[src/rtl/op_share_ctrl.sv]
// Two-requester round-robin front end for the four-operation unit: latches the
// winner's opcode/operands, pulses sno, waits for sko or a watchdog abort.
module op_share_ctrl #(
    parameter int N   = 4,
    parameter int TMO = 32
) (
    input  logic           clk,
    input  logic           set,
    input  logic           req0,
    input  logic           req1,
    input  logic [1:0]     cop0,
    input  logic [1:0]     cop1,
    input  logic [N-1:0]   a0,
    input  logic [N-1:0]   b0,
    input  logic [N-1:0]   a1,
    input  logic [N-1:0]   b1,
    output logic           gnt0,
    output logic           gnt1,
    output logic           done0,
    output logic           done1,
    output logic           err0,
    output logic           err1,
    output logic [2*N-1:0] res0,
    output logic [2*N-1:0] res1,
    output logic [3:0]     flg0,
    output logic [3:0]     flg1,
    output logic           u_sno,
    output logic [1:0]     u_cop,
    output logic [N-1:0]   u_a,
    output logic [N-1:0]   u_b,
    input  logic           u_sko,
    input  logic [2*N-1:0] u_res,
    input  logic [3:0]     u_flg,
    output logic           busy
);

    // state | meaning
    // IDLE  | no operation in flight, arbitrating pending requests
    // ISSUE | operands on the unit, sno and grant pulsed to the owner
    // WAIT  | waiting for sko, watchdog counting
    // DONE  | done (and err on abort) pulsed to the owner
    typedef enum logic [1:0] {IDLE, ISSUE, WAIT, DONE} state_t;

    localparam int CW = $clog2(TMO);

    state_t         state;
    state_t         state_nxt;
    logic           owner;
    logic           last;
    logic           err_q;
    logic           pick;
    logic           wd_tc;
    logic [CW-1:0]  wd_cnt;

    // On a tie the requester not served last wins; otherwise the lone requester.
    assign pick  = (req0 && req1) ? ~last : req1;
    assign wd_tc = (wd_cnt == CW'(TMO - 1));

    always_ff @(posedge clk or negedge set) begin
        if (!set) begin
            state <= IDLE;
        end else begin
            state <= state_nxt;
        end
    end

    always_comb begin
        state_nxt = state;
        case (state)
            IDLE:    if (req0 || req1) state_nxt = ISSUE;
            ISSUE:   state_nxt = WAIT;
            WAIT:    if (u_sko || wd_tc) state_nxt = DONE;
            DONE:    state_nxt = IDLE;
            default: state_nxt = IDLE;
        endcase
    end

    always_comb begin
        gnt0  = 1'b0;
        gnt1  = 1'b0;
        done0 = 1'b0;
        done1 = 1'b0;
        err0  = 1'b0;
        err1  = 1'b0;
        u_sno = 1'b0;
        busy  = (state != IDLE);
        case (state)
            ISSUE: begin
                u_sno = 1'b1;
                gnt0  = ~owner;
                gnt1  = owner;
            end
            DONE: begin
                done0 = ~owner;
                done1 = owner;
                err0  = ~owner & err_q;
                err1  = owner & err_q;
            end
            default: ;
        endcase
    end

    always_ff @(posedge clk or negedge set) begin
        if (!set) begin
            owner  <= 1'b0;
            last   <= 1'b1;
            err_q  <= 1'b0;
            wd_cnt <= '0;
            u_cop  <= '0;
            u_a    <= '0;
            u_b    <= '0;
            res0   <= '0;
            res1   <= '0;
            flg0   <= '0;
            flg1   <= '0;
        end else begin
            case (state)
                IDLE: begin
                    if (req0 || req1) begin
                        owner <= pick;
                        u_cop <= pick ? cop1 : cop0;
                        u_a   <= pick ? a1 : a0;
                        u_b   <= pick ? b1 : b0;
                    end
                end
                ISSUE: wd_cnt <= '0;
                WAIT: begin
                    if (u_sko) begin
                        err_q <= 1'b0;
                        if (owner) begin
                            res1 <= u_res;
                            flg1 <= u_flg;
                        end else begin
                            res0 <= u_res;
                            flg0 <= u_flg;
                        end
                    end else if (wd_tc) begin
                        err_q <= 1'b1;
                    end else begin
                        wd_cnt <= wd_cnt + CW'(1);
                    end
                end
                DONE: last <= owner;
                default: ;
            endcase
        end
    end

endmodule

[config.mk]
export PLATFORM = sky130hd
export DESIGN_NAME = op_share_ctrl
export DESIGN_NICKNAME = d
export VERILOG_FILES = /design/src/rtl/op_share_ctrl.sv
export SDC_FILE = /design/constraint.sdc
export NUM_CORES = 1
export LEC_CHECK = 0
export BUFFER_PORTS_ARGS = -buffer_cell sky130_fd_sc_hd__buf_2
export CAP_MARGIN = 20
export CORE_MARGIN = 3
export CORE_UTILIZATION = 51
export CTS_CLUSTER_DIAMETER = 60
export DETAILED_ROUTE_END_ITERATION = 12
export PLACE_DENSITY = 0.9
export REMOVE_ABC_BUFFERS = 1
export SETUP_SLACK_MARGIN = 0.3
export SYNTH_ARGS = -nofsm -noshare
export SYNTH_HDL_FRONTEND = slang
export SYNTH_SLANG_ARGS = --single-unit
[constraint.sdc]
create_clock -name clk -period 4.3 [get_ports clk]
set_input_delay 0.645 -clock clk [delete_from_list [all_inputs] [get_ports clk]]
set_output_delay 0.645 -clock clk [all_outputs]
set_load 0.01 [all_outputs]
==> results.txt, run 1 <==
vias in the first global route: 1,398
clk_lat worst skew: 290 ps
Ant. Diodes: 0
CP cell instances: ha_1, nor2b_1, and2_1, buf_2
Die Y: 67.3 um
synthesis-to-finish area growth: 30.8%
crit start category: register
Clock Tree Root: clkbuf_8
DRC: 0
Worst Path Max Fanout: 4
Arr. time, crit path: 1390 ps
CTS tree: yes
fmax: 490 MHz
GRT Total Usage: 19.5%
I/O Pins: 79
remaining global-route overflow: 0
critical path class: reg -> out
count of cells resized by post-cts repair: 0
Synth cell types: 27
final worst path period need: 2040 ps
crit-path max cell delay: 430 ps
Post-Syn Area: 1920 um2
nets: 284
final WL: 4.20 mm
sequential area share after synthesis: 57.5%
post-synthesis register bit count: 44
Synth Instances: 160
largest net degree at the start of global routing: 45
Worst EP required: 3650 ps
DIE WIDTH: 67.3 um
CP Capture Type: output pin
first-pass GRT wire length: 6.51 mm
clk_skew: 5.90 ps
Post-DRT Antenna Nets: 0
status: finished, final reports clean
clock sinks: 44
TritonCTS buffer count: 5
Slew @ Worst Pin: 945 ps
die area: 4530 um2
Hold/Removal Path Class: reg -> reg
Vias: 1,482
iteration count of the initial detailed-routing pass: 4
Max Cap Viol: 0
number of port buffers: 78
TNS Setup: 0 ps
post-DR vias/cell: 5.15
fill cell count: 284
syn avg cell area: 12.0 um2
Hold Fails Final Rpt: 0
Yosys warning total: 0
Peak VDD IR: 0.000440 V
leak pwr: 1.28 nW
Clock H-tree levels: 2
DRT iter0 DRCs: 77
Final GP Congestion: 0.767
Avg WL per Cell: 14.6 um
CP max stage cell: dfrtp_1
share of cells above drive strength 1: 48.8%
Setup Buffers After CTS: 0
Cell Rows: 21
worst slew margin relative to its limit: 37.0%
P per Cell Area: 760 nW/um2
clock buffer depth: 2
hold_ws: 492 ps
fin. max-slew vios: 0
RSZ-0062 raised after global routing: false
Core ar.: 3470 um2
initial antenna violation count: 0
CTS Hold Buffers Added: 0
crit share post-route: 47.4%
clock slew at reported path FFs: 80 ps
# setup viols final: 0
DP HPWL: 3.05 mm
Initial Util: 55.2%
-- where the power goes --
part	leakage [nW]	switching (mW)	internal [mW]	total [mW]
clock	0.0784	0.138	0.290	0.429
sequential	0.526	0.118	0.613	0.731
combinational	0.678	0.380	0.366	0.746
total	1.28	0.636	1.27	1.91
-- per-stage QoR --
step,instances,util [%],setup slack (ps),power (mW),area (um2)
finish,288,72.3,2260,1.91,2510
global route,288,72.3,2160,2.03,2510
CTS,287,72.0,2250,1.92,2500
detailed placement,279,67.5,2250,1.48,2340
global placement,279,67.5,2290,1.44,2340
floorplan,155,-,2540,1.18,1890
-- synth_stat cells --
master     n  area (um2)
ha_1       6        75.1
mux2_2    25         282
o21ai_0    4        20.0
and3_1     2        12.5
a21bo_2    1        10.0
nand3b_1   1        7.51
clkbuf_1   3        11.3
o21a_1     1        7.51
inv_1      3        11.3
a21oi_1   22         110
and2_1     3        18.8
nor2_1    11        41.3
nand2b_1   1        6.26
mux2_4     1        15.0
dfrtp_1   43        1080
nand2_1   19        71.3
nand3_1    1        5.00
dfstp_2    1        26.3
a21oi_2    1        8.76
buf_4      1        7.51
nand4_1    1        6.26
o22a_1     1        8.76
buf_2      1        5.00
nor2b_1    2        12.5
mux2i_1    3        30.0
a21boi_2   1        11.3
nor3b_4    1        18.8
-- flip-flops by register name, indices dropped and copies added, names as in the netlist --
name and count:
err_q 1, flg0 4, flg1 4, last 1, owner 1, res0 8, res1 8, state 2
u_a 4, u_b 4, u_cop 2, wd_cnt 5
-- kinds of logic after synthesis --
logic type | Yosys count | synth area share [%]
muxes | 29 | 17.0
adders and majority gates | 6 | 3.92
buffers and inverters | 8 | 1.83
and+or+nand+nor | 42 | 10.5
DFF | 44 | 57.5
AOI/OAI and AO/OA | 31 | 9.21
-- critical path, delay by kind of cell (launching register included) --
family                     cells  cell delay [ps]
adders and majority gates      1              250
buffers and inverters          1              130
DFF                            1              430
and+or+nand+nor                2              290
-- placed cells by master (no fill, tap or decap), types with 2 or more instances in the layout --
master     count
a21oi_1       22
and2_1         3
and3_1         2
buf_2         78
bufinv_16      3
clkbuf_8       5
dfrtp_1       43
ha_1           6
inv_1          3
mux2_2        25
mux2i_1        3
nand2_1       19
nor2_1        11
nor2b_1        2
o21ai_0        4
-- layout make-up --
type / instances / area [um2] / area share (%)
repair buffers: 79 / 398 / 15.9
multi-input cells: 108 / 778 / 31.1
clock inverters: 3 / 90.1 / 3.59
clock buffers: 5 / 68.8 / 2.75
well taps: 46 / 57.6 / 2.30
inverters: 3 / 11.3 / 0.449
flip-flops and latches: 44 / 1100 / 44.0
-- final timing paths --
check                      slack [ps]  depth (start not counted)         to  startpoint
hold reg to reg                   490                          1  wd_cnt[3]   wd_cnt[3]
setup / recovery                 2260                          4       err0    state[0]
hold / removal                    490                          1  wd_cnt[3]   wd_cnt[3]
min in group asynchronous         500                          1    flg1[0]         set
max in group asynchronous        3220                          1  wd_cnt[0]         set
setup reg to reg                 2370                          4    res0[7]    state[0]
-- metal layers --
layer / track usage (%) / routed length (um) / vias to the layer above
met5: 0 / 0 / -
met4: 7.59 / 59 / 0
met3: 4.16 / 166 / 7
met2: 33.4 / 2290 / 34
met1: 24.2 / 1690 / 732
li1: - / - / 709
No activity file was read; power rests on OpenSTA's default activity.
==> run 2: changes to the inputs <==
--- a/config.mk
+++ b/config.mk
@@ -8,10 +8,10 @@
 export BUFFER_PORTS_ARGS = -buffer_cell sky130_fd_sc_hd__buf_2
 export CAP_MARGIN = 20
 export CORE_MARGIN = 3
-export CORE_UTILIZATION = 51
+export CORE_UTILIZATION = 47
 export CTS_CLUSTER_DIAMETER = 60
 export DETAILED_ROUTE_END_ITERATION = 12
-export PLACE_DENSITY = 0.9
+export PLACE_DENSITY = 0.84
 export REMOVE_ABC_BUFFERS = 1
 export SETUP_SLACK_MARGIN = 0.3
 export SYNTH_ARGS = -nofsm -noshare
==> constraint.sdc (replaced) <==
create_clock -name clk -period 1.9 [get_ports clk]
set_input_delay 0.285 -clock clk [delete_from_list [all_inputs] [get_ports clk]]
set_output_delay 0.285 -clock clk [all_outputs]
set_load 0.01 [all_outputs]
==> run 2 against run 1 <==
  * Critical path depth is 2 higher
  * Combinational power rose to 2.6 times the previous value
  * Count of clock-buffer cells in the layout is 1 higher
  * Worst hold slack lost 430 ps
  * Critical endpoint is now state[1]
  * Highest routed layer unchanged
==> results.txt, run 2 (same netlist as run 1, synthesis figures left out) <==
initial antenna violation count: 0 (unchanged)
Die Y: 69.8 um (was 67.3 um)
crit share post-route: 88.8%
most frequent cells in the layout: buf_2 (78), dfrtp_1 (43), mux2_2 (25) (unchanged)
Slew @ Worst Pin: 536 ps (was 945 ps)
I/O Pins: 79 (unchanged)
clock slew at reported path FFs: 80 ps (about the same)
met2 Resource Use GR: 31.9% (was 33.4%)
leak pwr: 1.32 nW (was 1.28 nW)
busiest grt layer: met2 (unchanged)
DRT iter0 DRCs: 71 (was 77)
Initial Util: 50.4% (was 55.2%)
final WL: 4.40 mm (was 4.20 mm)
remaining global-route overflow: 0 (unchanged)
largest net degree at the start of global routing: 45 (unchanged)
synthesis-to-finish area growth: 36.9% (was 30.8%)
nets: 299 (was 284)
met1 GRT Util: 21.3% (was 24.2%)
TritonCTS buffer count: 5 (unchanged)
worst slew margin relative to its limit: 64.2% (was 37.0%)
clock sinks: 44 (unchanged)
Worst Path Max Fanout: 4 (unchanged)
status: finished, final reports clean (unchanged)
critical path class: reg -> reg (was reg -> out)
post-DR vias/cell: 5.04 (was 5.15)
P per Cell Area: 1600 nW/um2 (was 760 nW/um2)
Hold Fails Final Rpt: 0 (unchanged)
clk_lat worst skew: 290 ps (about the same)
DP HPWL: 3.13 mm (was 3.05 mm)
Ant. Diodes: 0 (unchanged)
crit start category: register (unchanged)
Post-DRT Antenna Nets: 0 (unchanged)
WP buf/inv: 0 (was 1)
die area: 4880 um2 (was 4530 um2)
Worst EP required: 2080 ps (was 3650 ps)
Clock Tree Root: clkbuf_8 (unchanged)
first-pass GRT wire length: 7.03 mm (was 6.51 mm)
share of cells above drive strength 1: 56.0% (was 48.8%)
DIE WIDTH: 69.8 um (was 67.3 um)
Pwr Total: 4.20 mW (was 1.91 mW)
Peak VDD IR: 0.000758 V (was 0.000440 V)
clk_skew: 5.37 ps (was 5.90 ps)
clock buffer depth: 2 (unchanged)
vias in the first global route: 1,485 (was 1,398)
number of port buffers: 78 (unchanged)
crit-path max cell delay: 390 ps (was 430 ps)
Max Cap Viol: 0 (unchanged)
RSZ-0062 raised after global routing: true (was false)
CTS tree: yes (unchanged)
TNS Setup: 0 ps (unchanged)
Clock H-tree levels: 2 (unchanged)
GRT Total Usage: 18.2% (was 19.5%)
Core ar.: 3800 um2 (was 3470 um2)
fin. max-slew vios: 0 (unchanged)
Regs by FF count: res0 x8, res1 x8, wd_cnt x5 (unchanged)
Arr. time, crit path: 1860 ps (was 1390 ps)
Vias: 1,538 (was 1,482)
iteration count of the initial detailed-routing pass: 4 (unchanged)
final worst path period need: 1690 ps
CP Capture Type: register (was output pin)
Final GP Congestion: 0.836 (was 0.767)
# setup viols final: 0 (unchanged)
CP max stage cell: dfrtp_1 (unchanged)
Hold/Removal Path Class: in -> async (was reg -> reg)
CP cell instances: ha_2, and3_4, ha_4, nor3b_4, a21oi_2, mux2_4 (was ha_1, nor2b_1, and2_1, buf_2)
commonest non-fill, non-tap cell in the layout: buf_2 (unchanged)
Avg WL per Cell: 14.4 um (was 14.6 um)
fmax: 593 MHz
Top Family by Delay on Critical Path: simple AND/OR/NAND/NOR gates (was flip-flops)
DRC: 0 (unchanged)
routing usage on met3: 4.20% (was 4.16%)
Cell Rows: 22 (was 21)
## run 2: cell count changes in the layout (fill, tap and decap cells not counted), sizes merged
cell | previous run | this run
buf | 78 | 94
bufinv | 3 | 0
clkinv | 0 | 2
## run 2: power by group
| group | total [mW] | leakage, nW | switching (mW) | internal [mW] |
|---|---|---|---|---|
| Sequential | 1.66 | 0.526 | 0.273 | 1.39 |
| Clock | 0.582 | 0.0510 | 0.292 | 0.290 |
| Combinational | 1.96 | 0.747 | 0.935 | 1.02 |
| Total | 4.20 | 1.32 | 1.50 | 2.70 |
## run 2: worst reg2reg max path, stage by stage, from the launching register on
cell and delay, ps:
dfrtp_1 390, ha_2 180, and3_4 180, ha_4 170, nor3b_4 270, a21oi_2 80
mux2_4 300
## run 2: worst paths after layout
kind	to	start	slack [ps]	cells after the start
setup / recovery	state[1]	wd_cnt[1]	210	6
min in group clk	u_cop[1]	cop0[1]	220	3
hold / removal	owner	set	60	2
setup reg to reg	state[1]	wd_cnt[1]	210	6
max in group asynchronous	wd_cnt[0]	set	1470	2
hold reg to reg	res1[1]	res1[1]	510	1
## run 2: stage by stage
| step | setup WS (ps) | utilization, % | hold slack, ps | cell area, um2 | cells |
|---|---|---|---|---|---|
| after global placement | 180 | 62.6 | 392 | 2380 | 286 |
| final | 213 | 69.0 | 57.3 | 2620 | 305 |
| after global routing | 166 | 69.0 | 97.8 | 2620 | 305 |
| after CTS | 227 | 67.3 | 72.2 | 2560 | 301 |
| after detailed placement | 118 | 62.6 | 388 | 2380 | 286 |
| after floorplan | 135 | - | -10.6 | 1890 | 155 |
## run 2: cell type report
cell class              instances  area [um2]
repair buffers                 94         518
flip-flops and latches         44        1100
clock inverters                 2        10.0
multi-input cells             108         838
well taps                      48        60.1
inverters                       3        11.3
fillers                       298        1180
clock buffers                   6        82.6
## run 2: repair_timing
| item | in CTS | in global routing |
|---|---|---|
| hold buffers | 0 | 0 |
| gates resized for setup | 8 | 9 |
| pin swaps | 5 | 3 |
| buffers inserted | 7 | 4 |
| setup endpoints to repair | 8 | 41 |
## run 2: layer usage
layer,up-vias,part of all wire [%]
met5,-,0
met4,0,1.6
met3,9,4.5
met2,39,55
met1,750,39
li1,740,-
